==> src/rtl/cpu_pkg.sv <==
// Shared encodings for the multi-cycle CPU controller:
// states, instruction fields, register selects and control bundle.
package cpu_pkg;

  typedef enum logic [4:0] {
    S_RESET     = 5'd0,
    S_IF1       = 5'd1,
    S_IF2       = 5'd2,
    S_UPDATE_PC = 5'd3,
    S_DECODE    = 5'd4,
    S_WRITE_IMM = 5'd5,
    S_GET_A     = 5'd6,
    S_GET_B     = 5'd7,
    S_ALU       = 5'd8,
    S_WRITE_REG = 5'd9,
    S_ADDR      = 5'd10,
    S_MEM_RD    = 5'd11,
    S_WRITE_MEM = 5'd12,
    S_STR_B     = 5'd13,
    S_MEM_WR    = 5'd14,
    S_HALT      = 5'd15
  } state_t;

  localparam logic [2:0] OPC_MOV  = 3'b110;
  localparam logic [2:0] OPC_ALU  = 3'b101;
  localparam logic [2:0] OPC_LDR  = 3'b011;
  localparam logic [2:0] OPC_STR  = 3'b100;
  localparam logic [2:0] OPC_HALT = 3'b111;

  localparam logic [1:0] OP_MOV_IMM = 2'b10;
  localparam logic [1:0] OP_MOV_REG = 2'b00;
  localparam logic [1:0] OP_ADD     = 2'b00;
  localparam logic [1:0] OP_CMP     = 2'b01;
  localparam logic [1:0] OP_AND     = 2'b10;
  localparam logic [1:0] OP_MVN     = 2'b11;
  localparam logic [1:0] OP_MEM     = 2'b00;

  localparam logic [2:0] NSEL_RN = 3'b001;
  localparam logic [2:0] NSEL_RD = 3'b010;
  localparam logic [2:0] NSEL_RM = 3'b100;

  localparam logic [1:0] VSEL_C     = 2'b00;
  localparam logic [1:0] VSEL_IMM   = 2'b01;
  localparam logic [1:0] VSEL_MDATA = 2'b10;

  // ALU-state flavour, latched in DECODE so outputs stay Moore
  typedef enum logic [1:0] {
    CLS_ARITH,
    CLS_CMP,
    CLS_MOVE
  } alu_cls_t;

  typedef struct packed {
    logic       loadir;
    logic       loadpc;
    logic       reset_pc;
    logic       msel;
    logic       mwrite;
    logic [2:0] nsel;
    logic [1:0] vsel;
    logic       write;
    logic       loada;
    logic       loadb;
    logic       loadc;
    logic       loads;
    logic       asel;
    logic       bsel;
    logic       halted;
  } ctrl_t;

endpackage

==> src/rtl/cpu_ctrl_outputs.sv <==
// State-to-control decoder; depends only on registered state.
// Unlisted outputs stay 0 in every state.
module cpu_ctrl_outputs
  import cpu_pkg::*;
(
  input  state_t   state,
  input  alu_cls_t cls,
  output ctrl_t    ctrl
);

  always_comb begin
    ctrl = '0;
    unique case (state)
      S_RESET: begin
        ctrl.reset_pc = 1'b1;
        ctrl.loadpc   = 1'b1;
      end
      S_IF2:       ctrl.loadir = 1'b1;
      S_UPDATE_PC: ctrl.loadpc = 1'b1;
      S_WRITE_IMM: begin
        ctrl.nsel  = NSEL_RN;
        ctrl.vsel  = VSEL_IMM;
        ctrl.write = 1'b1;
      end
      S_GET_A: begin
        ctrl.nsel  = NSEL_RN;
        ctrl.loada = 1'b1;
      end
      S_GET_B: begin
        ctrl.nsel  = NSEL_RM;
        ctrl.loadb = 1'b1;
      end
      S_ALU: begin
        if (cls == CLS_CMP) begin
          ctrl.loads = 1'b1;
        end else begin
          ctrl.loadc = 1'b1;
          ctrl.asel  = (cls == CLS_MOVE);
        end
      end
      S_WRITE_REG: begin
        ctrl.nsel  = NSEL_RD;
        ctrl.vsel  = VSEL_C;
        ctrl.write = 1'b1;
      end
      S_ADDR: begin
        ctrl.bsel  = 1'b1;
        ctrl.loadc = 1'b1;
      end
      S_MEM_RD:    ctrl.msel = 1'b1;
      S_WRITE_MEM: begin
        ctrl.msel  = 1'b1;
        ctrl.nsel  = NSEL_RD;
        ctrl.vsel  = VSEL_MDATA;
        ctrl.write = 1'b1;
      end
      S_STR_B: begin
        ctrl.msel  = 1'b1;
        ctrl.nsel  = NSEL_RD;
        ctrl.loadb = 1'b1;
      end
      S_MEM_WR: begin
        ctrl.msel   = 1'b1;
        ctrl.mwrite = 1'b1;
      end
      S_HALT:  ctrl.halted = 1'b1;
      default: ctrl = '0;
    endcase
  end

endmodule

==> src/rtl/cpu_controller.sv <==
// Multi-cycle fetch/decode/execute sequencer for the simple CPU.
// Moore FSM: next-state here, output decode in cpu_ctrl_outputs.
module cpu_controller
  import cpu_pkg::*;
#(
  parameter bit HALT_ON_ILLEGAL = 1'b1
) (
  input  logic       clk,
  input  logic       reset,
  input  logic [2:0] opcode,
  input  logic [1:0] op,
  output logic       loadir,
  output logic       loadpc,
  output logic       reset_pc,
  output logic       msel,
  output logic       mwrite,
  output logic [2:0] nsel,
  output logic [1:0] vsel,
  output logic       write,
  output logic       loada,
  output logic       loadb,
  output logic       loadc,
  output logic       loads,
  output logic       asel,
  output logic       bsel,
  output logic       halted,
  output logic [4:0] state_out
);

  state_t   state_q, state_d;
  alu_cls_t cls_q, cls_d;
  ctrl_t    ctrl;
  logic     is_mem;

  assign is_mem = (opcode == OPC_LDR) || (opcode == OPC_STR);

  always_comb begin
    state_d = state_q;
    cls_d   = cls_q;
    case (state_q)
      S_RESET:     state_d = S_IF1;
      S_IF1:       state_d = S_IF2;
      S_IF2:       state_d = S_UPDATE_PC;
      S_UPDATE_PC: state_d = S_DECODE;
      S_DECODE: begin
        cls_d = CLS_ARITH;
        unique casez ({opcode, op})
          {OPC_MOV, OP_MOV_IMM}: state_d = S_WRITE_IMM;
          {OPC_MOV, OP_MOV_REG}: begin
            state_d = S_GET_B;
            cls_d   = CLS_MOVE;
          end
          {OPC_ALU, OP_ADD},
          {OPC_ALU, OP_AND}:     state_d = S_GET_A;
          {OPC_ALU, OP_CMP}: begin
            state_d = S_GET_A;
            cls_d   = CLS_CMP;
          end
          {OPC_ALU, OP_MVN}: begin
            state_d = S_GET_B;
            cls_d   = CLS_MOVE;
          end
          {OPC_LDR, OP_MEM},
          {OPC_STR, OP_MEM}:     state_d = S_GET_A;
          {OPC_HALT, 2'b??}:     state_d = S_HALT;
          default: state_d = HALT_ON_ILLEGAL ? S_HALT : S_IF1;
        endcase
      end
      S_WRITE_IMM: state_d = S_IF1;
      S_GET_A:     state_d = is_mem ? S_ADDR : S_GET_B;
      S_GET_B:     state_d = S_ALU;
      S_ALU:       state_d = (cls_q == CLS_CMP) ? S_IF1 : S_WRITE_REG;
      S_WRITE_REG: state_d = S_IF1;
      S_ADDR:      state_d = (opcode == OPC_STR) ? S_STR_B : S_MEM_RD;
      S_MEM_RD:    state_d = S_WRITE_MEM;
      S_WRITE_MEM: state_d = S_IF1;
      S_STR_B:     state_d = S_MEM_WR;
      S_MEM_WR:    state_d = S_IF1;
      S_HALT:      state_d = S_HALT;
      default:     state_d = S_RESET;
    endcase
  end

  always_ff @(posedge clk or negedge reset) begin
    if (!reset) begin
      state_q <= S_RESET;
      cls_q   <= CLS_ARITH;
    end else begin
      state_q <= state_d;
      cls_q   <= cls_d;
    end
  end

  cpu_ctrl_outputs u_out (
    .state (state_q),
    .cls   (cls_q),
    .ctrl  (ctrl)
  );

  assign loadir    = ctrl.loadir;
  assign loadpc    = ctrl.loadpc;
  assign reset_pc  = ctrl.reset_pc;
  assign msel      = ctrl.msel;
  assign mwrite    = ctrl.mwrite;
  assign nsel      = ctrl.nsel;
  assign vsel      = ctrl.vsel;
  assign write     = ctrl.write;
  assign loada     = ctrl.loada;
  assign loadb     = ctrl.loadb;
  assign loadc     = ctrl.loadc;
  assign loads     = ctrl.loads;
  assign asel      = ctrl.asel;
  assign bsel      = ctrl.bsel;
  assign halted    = ctrl.halted;
  assign state_out = state_q;

endmodule
==> config.mk <==
export PLATFORM = sky130hd
export DESIGN_NAME = cpu_controller
export DESIGN_NICKNAME = d
export VERILOG_FILES = /design/src/rtl/cpu_pkg.sv /design/src/rtl/cpu_ctrl_outputs.sv /design/src/rtl/cpu_controller.sv
export SDC_FILE = /design/constraint.sdc
export NUM_CORES = 1
export LEC_CHECK = 0
export CORE_ASPECT_RATIO = 0.9
export CORE_MARGIN = 1.5
export CORE_UTILIZATION = 45
export CTS_CLUSTER_SIZE = 12
export DETAILED_ROUTE_END_ITERATION = 10
export PLACE_DENSITY = 0.84
export SLEW_MARGIN = 20
export SYNTH_ARGS = -nofsm -noshare
export SYNTH_HDL_FRONTEND = slang
export SYNTH_SLANG_ARGS = --single-unit
export TNS_END_PERCENT = 100
==> constraint.sdc <==
create_clock -name clk -period 2.2 [get_ports clk]
set_clock_uncertainty 0.05 [all_clocks]
set_input_delay 0.22 -clock clk [delete_from_list [all_inputs] [get_ports clk]]
set_output_delay 0.22 -clock clk [all_outputs]
set_load 0.005 [all_outputs]
==> parameters.txt <==
Parameter                              Value

Outcome
  Result of the run ... finished, final reports clean

Timing
  Final critical path time including I/O delays and setup ... 2060 ps
  Final critical-path share of the clock period ... 93.4%
  Fin. max-slew vios ... 0
  Maximum achievable frequency ... 0.487 GHz
  Summed negative setup slack over all endpoints ... 0 ps
  Final hold vios ... 0
  Setup violation total in the final timing report ... 0
  Unrepaired setup endpoints after global routing ... no

Cells and area
  Fin area ... 1020 um^2
  Top library cells by usage in the layout, fill and taps aside ... sky130_fd_sc_hd__clkdlybuf4s50_1 (28), sky130_fd_sc_hd__nor2_1 (11), sky130_fd_sc_hd__nand2_1 (7)
  Count of fill cells added during filler insertion ... 136
  Fraction of layout cells with a size suffix above 1 ... 16.7%
  # diodes ... 0
  Final layout net count ... 129
  Commonest non-fill, non-tap cell in the layout ... sky130_fd_sc_hd__clkdlybuf4s50_1
  Synth-to-layout area growth ... 42.5%

Floorplanning
  Std-Cell Rows ... 13
  Count of boundary I/O pins ... 30
  Floorplan die height ... 40.8 um
  Area of the die ... 1840 um^2
  Placeable Area ... 1460 um^2
  Starting density of the core ... 48.9%
  DIE WIDTH ... 45.0 um

Synth
  Mapped Area ... 716 um^2
  Post-synth top flop ... sky130_fd_sc_hd__dfrtp_1
  Share of synthesized flip-flops with an asynchronous set or reset ... 100%
  Mean instance size in the synthesized netlist ... 7.61 um^2
  Sequential share of the synthesized area ... 21.0%
  Number of enable flip-flop cells after synthesis ... 0
  Net Count, Synth ... 101
  Number of standard cells after synthesis ... 94
  Yosys cell types ... 40
  Flops & latches, synth ... 6
  Yosys Warn Count ... 0

Placement
  Post-DP Area ... 995 um^2
  RePlAce Congestion ... 0.798
  HPWL after detailed placement ... 1380 um
  Count of port buffers added during placement ... 28

Global routing
  Wire length of the first global-routing pass ... 2880 um
  Total track usage ... 22.8%
  Initial antenna violation count ... 0
  Via count of the first global-routing pass ... 619
  Total overflow reported by the global router ... 0
  Maximum number of pins on one net before global-route repair ... 19

Worst setup path
  Kind of critical path ... reg -> out
  Kind of end point of the critical path ... primary output
  Critical path fanouts, max ... 13
  Category of the worst setup path launch point ... flop
  Worst endpoint required time ... 1930 ps
  Arrival time reported for the critical path endpoint ... 1790 ps

Route
  Routed wire length ... 1790 um
  Number of DRC markers in iteration 0 ... 24
  Remaining DRCs ... 0
  Via density ... 5.56
  Routed wire per std cell ... 13.2 um
  Count of TritonRoute iterations in the first routing pass ... 4
  Vias ... 751
  Residual antenna-violating net count after detailed routing ... 0

Clock network
  Maximum level of the CTS H-tree ... 1
  Number of clock buffers inserted by TritonCTS ... 3
  CTS hold repair buffers ... 0
  Root Driver ... sky130_fd_sc_hd__clkbuf_4
  Insertion delay of the later-clocked pin in the worst-skew pair ... 240 ps
  TritonCTS clock tree ... built
  Sink count of the clock tree ... 6
  Reg clk slew, reported paths ... 50 ps
  Clock buffer depth ... 2

Pwr
  Standby leakage power ... 0.406 nW
  Maximum vdd ir drop ... 0.212 mV
  Power density relative to cell area ... 242 nW/um^2

Flow run
  Max-cap violation count ... 0

Worst hold path
  Class of the most critical hold timing path ... in -> async
==> area by class of cell <==
cell class	count	area, um^2	area share [%]
clock buffer	3	22.5	2.21
inverter	2	7.51	0.736
multi-input combinational	76	500	49.1
sequential	6	153	15.0
tap	15	18.8	1.84
timing repair buffer	33	318	31.2
==> registers in the layout, indices dropped and copies added (netlist names) <==
| register | cells |
|---|---|
| state_out | 4 |
| cls_q | 2 |
==> worst max-delay path: stages (launching register included) <==
cell	delay, ps
sky130_fd_sc_hd__dfrtp_2	490
sky130_fd_sc_hd__or3_1	420
sky130_fd_sc_hd__nor3_2	110
sky130_fd_sc_hd__clkdlybuf4s50_1	520
==> kinds of logic (layout without fill, tap and decap cells) <==
| kind of cell | after synthesis | after routing | synth area share, % |
|---|---|---|---|
| xor gates and xnor gates | 2 | 2 | 2.45 |
| DFF | 6 | 6 | 21.0 |
| buffers and inverters | 12 | 38 | 9.09 |
| other | 1 | 1 | 0.524 |
| muxes | 1 | 1 | 1.57 |
| and+or+nand+nor | 49 | 49 | 43.0 |
| AOI/OAI and AO/OA | 23 | 23 | 22.4 |
==> metrics by stage <==
stage               hold slack [ps]  setup WS [ps]  utilization, %  std cells  power [mW]
finish                          161            145            69.7        135       0.247
global route                    164           78.3            69.7        135       0.265
CTS                             162           74.9            69.5        135       0.249
detailed placement              426            346            67.9        132       0.147
global placement                419            373            67.9        132       0.146
floorplan                      -126            779               -         94       0.129
==> metal layers <==
layer	vias up	wire length (um)	GRT usage, %
met2	23	923	38.2
met1	333	788	28.8
li1	393	-	-
met3	2	71	2.64
met5	-	0	0
met4	0	2	13.2
==> synth_stat cells, types with 3 or more instances <==
| cell type | n | area [um^2] |
|---|---|---|
| sky130_fd_sc_hd__nor2_1 | 11 | 41.3 |
| sky130_fd_sc_hd__nand2_1 | 7 | 26.3 |
| sky130_fd_sc_hd__buf_2 | 6 | 30.0 |
| sky130_fd_sc_hd__dfrtp_1 | 6 | 150 |
| sky130_fd_sc_hd__nand2b_1 | 5 | 31.3 |
| sky130_fd_sc_hd__a21oi_1 | 4 | 20.0 |
| sky130_fd_sc_hd__nor2b_1 | 4 | 25.0 |
| sky130_fd_sc_hd__nor3_1 | 4 | 20.0 |
| sky130_fd_sc_hd__buf_4 | 3 | 22.5 |
| sky130_fd_sc_hd__nand2b_4 | 3 | 41.3 |
| sky130_fd_sc_hd__nand3_1 | 3 | 15.0 |
| sky130_fd_sc_hd__o211ai_1 | 3 | 22.5 |
| sky130_fd_sc_hd__o21ai_0 | 3 | 15.0 |
==> report_power, final <==
part / total (mW) / internal [mW] / leakage [nW] / switching, mW
Sequential: 0.111 / 0.111 / 0.0571 / 0
Combinational: 0.0348 / 0.0172 / 0.336 / 0.0176
Clock: 0.101 / 0.0617 / 0.0138 / 0.0398
Total: 0.247 / 0.190 / 0.406 / 0.0574
==> final timing paths <==
| check | startpoint | end | slack [ps] | cells after the start |
|---|---|---|---|---|
| max | state_out[1] | asel | 140 | 3 |
| min | reset | cls_q[0] | 160 | 1 |
| max reg2reg | state_out[3] | cls_q[0] | 720 | 4 |
| min reg2reg | cls_q[1] | cls_q[1] | 540 | 2 |
| max in group asynchronous | reset | state_out[0] | 1710 | 1 |
| min in group clk | cls_q[1] | cls_q[1] | 540 | 2 |
==> repair_timing <==
item,in CTS,in global routing
buffers inserted,0,0
resized for setup,0,2
setup endpoints to repair,0,3
(Power assumes the default switching activity.)
==> RTL change, RTL diff (same settings) <==
The 3 values of `alu_cls_t` get a one-hot encoding in 3 bits.
--- a/src/rtl/cpu_pkg.sv
+++ b/src/rtl/cpu_pkg.sv
@@ -46,6 +46,6 @@
   // ALU-state flavour, latched in DECODE so outputs stay Moore
-  typedef enum logic [1:0] {
-    CLS_ARITH,
-    CLS_CMP,
-    CLS_MOVE
+  typedef enum logic [2:0] {
+    CLS_ARITH = 3'b001,
+    CLS_CMP   = 3'b010,
+    CLS_MOVE  = 3'b100
   } alu_cls_t;
Check against the original RTL: no difference found for any inputs over 10 cycles, from zero or initial values and one cycle with reset low; not proved beyond that.
==> RTL change against the original RTL <==
Count of clock-buffer cells in the layout increased by 1; highest routed layer unchanged; sequential cell count increased by 1; sequential share of layout area increased by 2.1 points; maximum frequency is 1.2% lower; largest cell class unchanged; routed wire length is 3.0% higher; non-clock buffer count shrank 1; area after synthesis fell by 0.70%; die area down 0.65%; design area up 1.8%; setup slack got worse by 0.025 ns.
Power is left out: it rests on default switching activity, and per cell area and clock period it moved more than threefold.
==> RTL change: results (changes against the original RTL) <==
met3 capacity usage during global routing 0.0661 (+0.0396); Iter 0 DRT Violations 11 (-54%); number of fill cells 126 (-7.4%); peak fanout along the critical path 4 (-9); source-to-sink clock delay at the later pin of the worst-skew pair 0.26 ns (+0.02 ns); quantity of gates resized following cts 2 (+2); initial antenna violation count 0 (unchanged); total wire length 1840 µm (+3.0%); via count of the first global-routing pass 647 (+4.5%); share of post-route cells with drive strength above 1 0.103 (-0.0635); CP Launch Point state_out[2]; largest buffer count on any clock path 2 (unchanged); Async SR Flop Fraction 1.00 (unchanged); beginning of the worst register-to-register path state_out[3]; Hold Path Class input pin to asynchronous set/reset pin; startpoint-to-endpoint class of the critical path register to output pin; global-route wire length before repair 2970 µm (+3.1%); count of yosys warnings during synthesis 0 (unchanged); Pre-antenna DRT Iters 4 (unchanged); Critical Path AT 1.81 ns (+0.02 ns); sequential area share after synthesis 0.248 (+0.0384); number of different library cells in the post-synthesis netlist 42 (+5.0%); max reg flops 4 (unchanged); flop-to-flop setup slack 0.44 ns (-0.28 ns); top cell types by occurrence after synthesis sky130_fd_sc_hd__nor2_1, sky130_fd_sc_hd__nand2_1, sky130_fd_sc_hd__a21oi_1, sky130_fd_sc_hd__clkbuf_1, sky130_fd_sc_hd__dfrtp_1; clock root buffer sky130_fd_sc_hd__clkbuf_4; Worst R2R Path Depth 4 (unchanged); half-perimeter wire length of the detailed placement result 1440 µm (+4.2%); primary flip-flop cell chosen by synthesis mapping sky130_fd_sc_hd__dfrtp_1; overall routing resource usage 0.238 (+0.0103); top cells by area in the synthesized netlist sky130_fd_sc_hd__dfrtp_1, sky130_fd_sc_hd__nor2_1, sky130_fd_sc_hd__nand2_1; pin count of the biggest net entering global routing 17 (-2); clock-pin transition on the worst setup and hold timing paths 0.05 ns (about the same); result of the run finished clean; met2 track demand over resource 0.355 (-0.0271); Global Route met1 Usage 0.305 (+0.0173); diode count 0 (unchanged); placer's final routability congestion estimate 0.770 (-3.6%); port bufs 28 (unchanged); reg-to-reg endpoint cls_q[1]; post-synthesis net count 105 (+4.0%); TritonCTS Buffers 3 (unchanged); end point of the critical path loads; NumNets Final 134 (+3.9%); buffers inserted during post-CTS setup optimization 0 (unchanged); H-tree levels 1 (unchanged); vias per std cell 5.63 (+1.2%)
==> RTL change: changes by cell type after synthesis, sizes merged, moves of 3 or more <==
cell / unedited run / this run
buf: 9 / 2
clkbuf: 1 / 6
inv: 2 / 5
nand2b: 8 / 5
==> RTL change: metal layers <==
metal  wire length (µm)  share of wire
met5                  0              0
met4                 42          0.023
met3                 51          0.028
met2                870           0.47
met1                877           0.48
==> RTL change: logic make-up after synthesis <==
group / Yosys count / share of synthesized area
mux: 1 / 0.0158
compound gates: 23 / 0.225
xor+xnor: 4 / 0.0493
other cells: 1 / 0.00528
fa+ha+maj: 1 / 0.0141
simple gates: 48 / 0.366
flops: 7 / 0.248
buf+inv: 13 / 0.0757
==> RTL change: critical path, cell delays in order (launching register included) <==
cell and delay [ns]:
sky130_fd_sc_hd__dfrtp_1 0.38, sky130_fd_sc_hd__nand2b_1 0.20, sky130_fd_sc_hd__or3_1 0.36, sky130_fd_sc_hd__nor2_1 0.10, sky130_fd_sc_hd__clkdlybuf4s50_1 0.51
==> RTL change: layout make-up <==
| cell class | instances | share of cell area |
|---|---|---|
| inverters | 5 | 0.0181 |
| multi-input cells | 78 | 0.470 |
| flip-flops and latches | 7 | 0.171 |
| well taps | 15 | 0.0181 |
| repair buffers | 32 | 0.298 |
| clock buffers | 4 | 0.0253 |
==> RTL change: stage by stage <==
stage	instance area [µm²]	setup slack (ns)	utilization	hold WS, ns	cells
2_1_floorplan	711	0.676	-	-0.126	98
3_3_place_gp	1000	0.201	0.686	0.441	137
3_5_place_dp	1000	0.196	0.686	0.452	137
4_1_cts	1030	0.0220	0.704	0.170	141
5_1_grt	1040	0.0250	0.709	0.181	141
6_report	1040	0.119	0.709	0.165	141
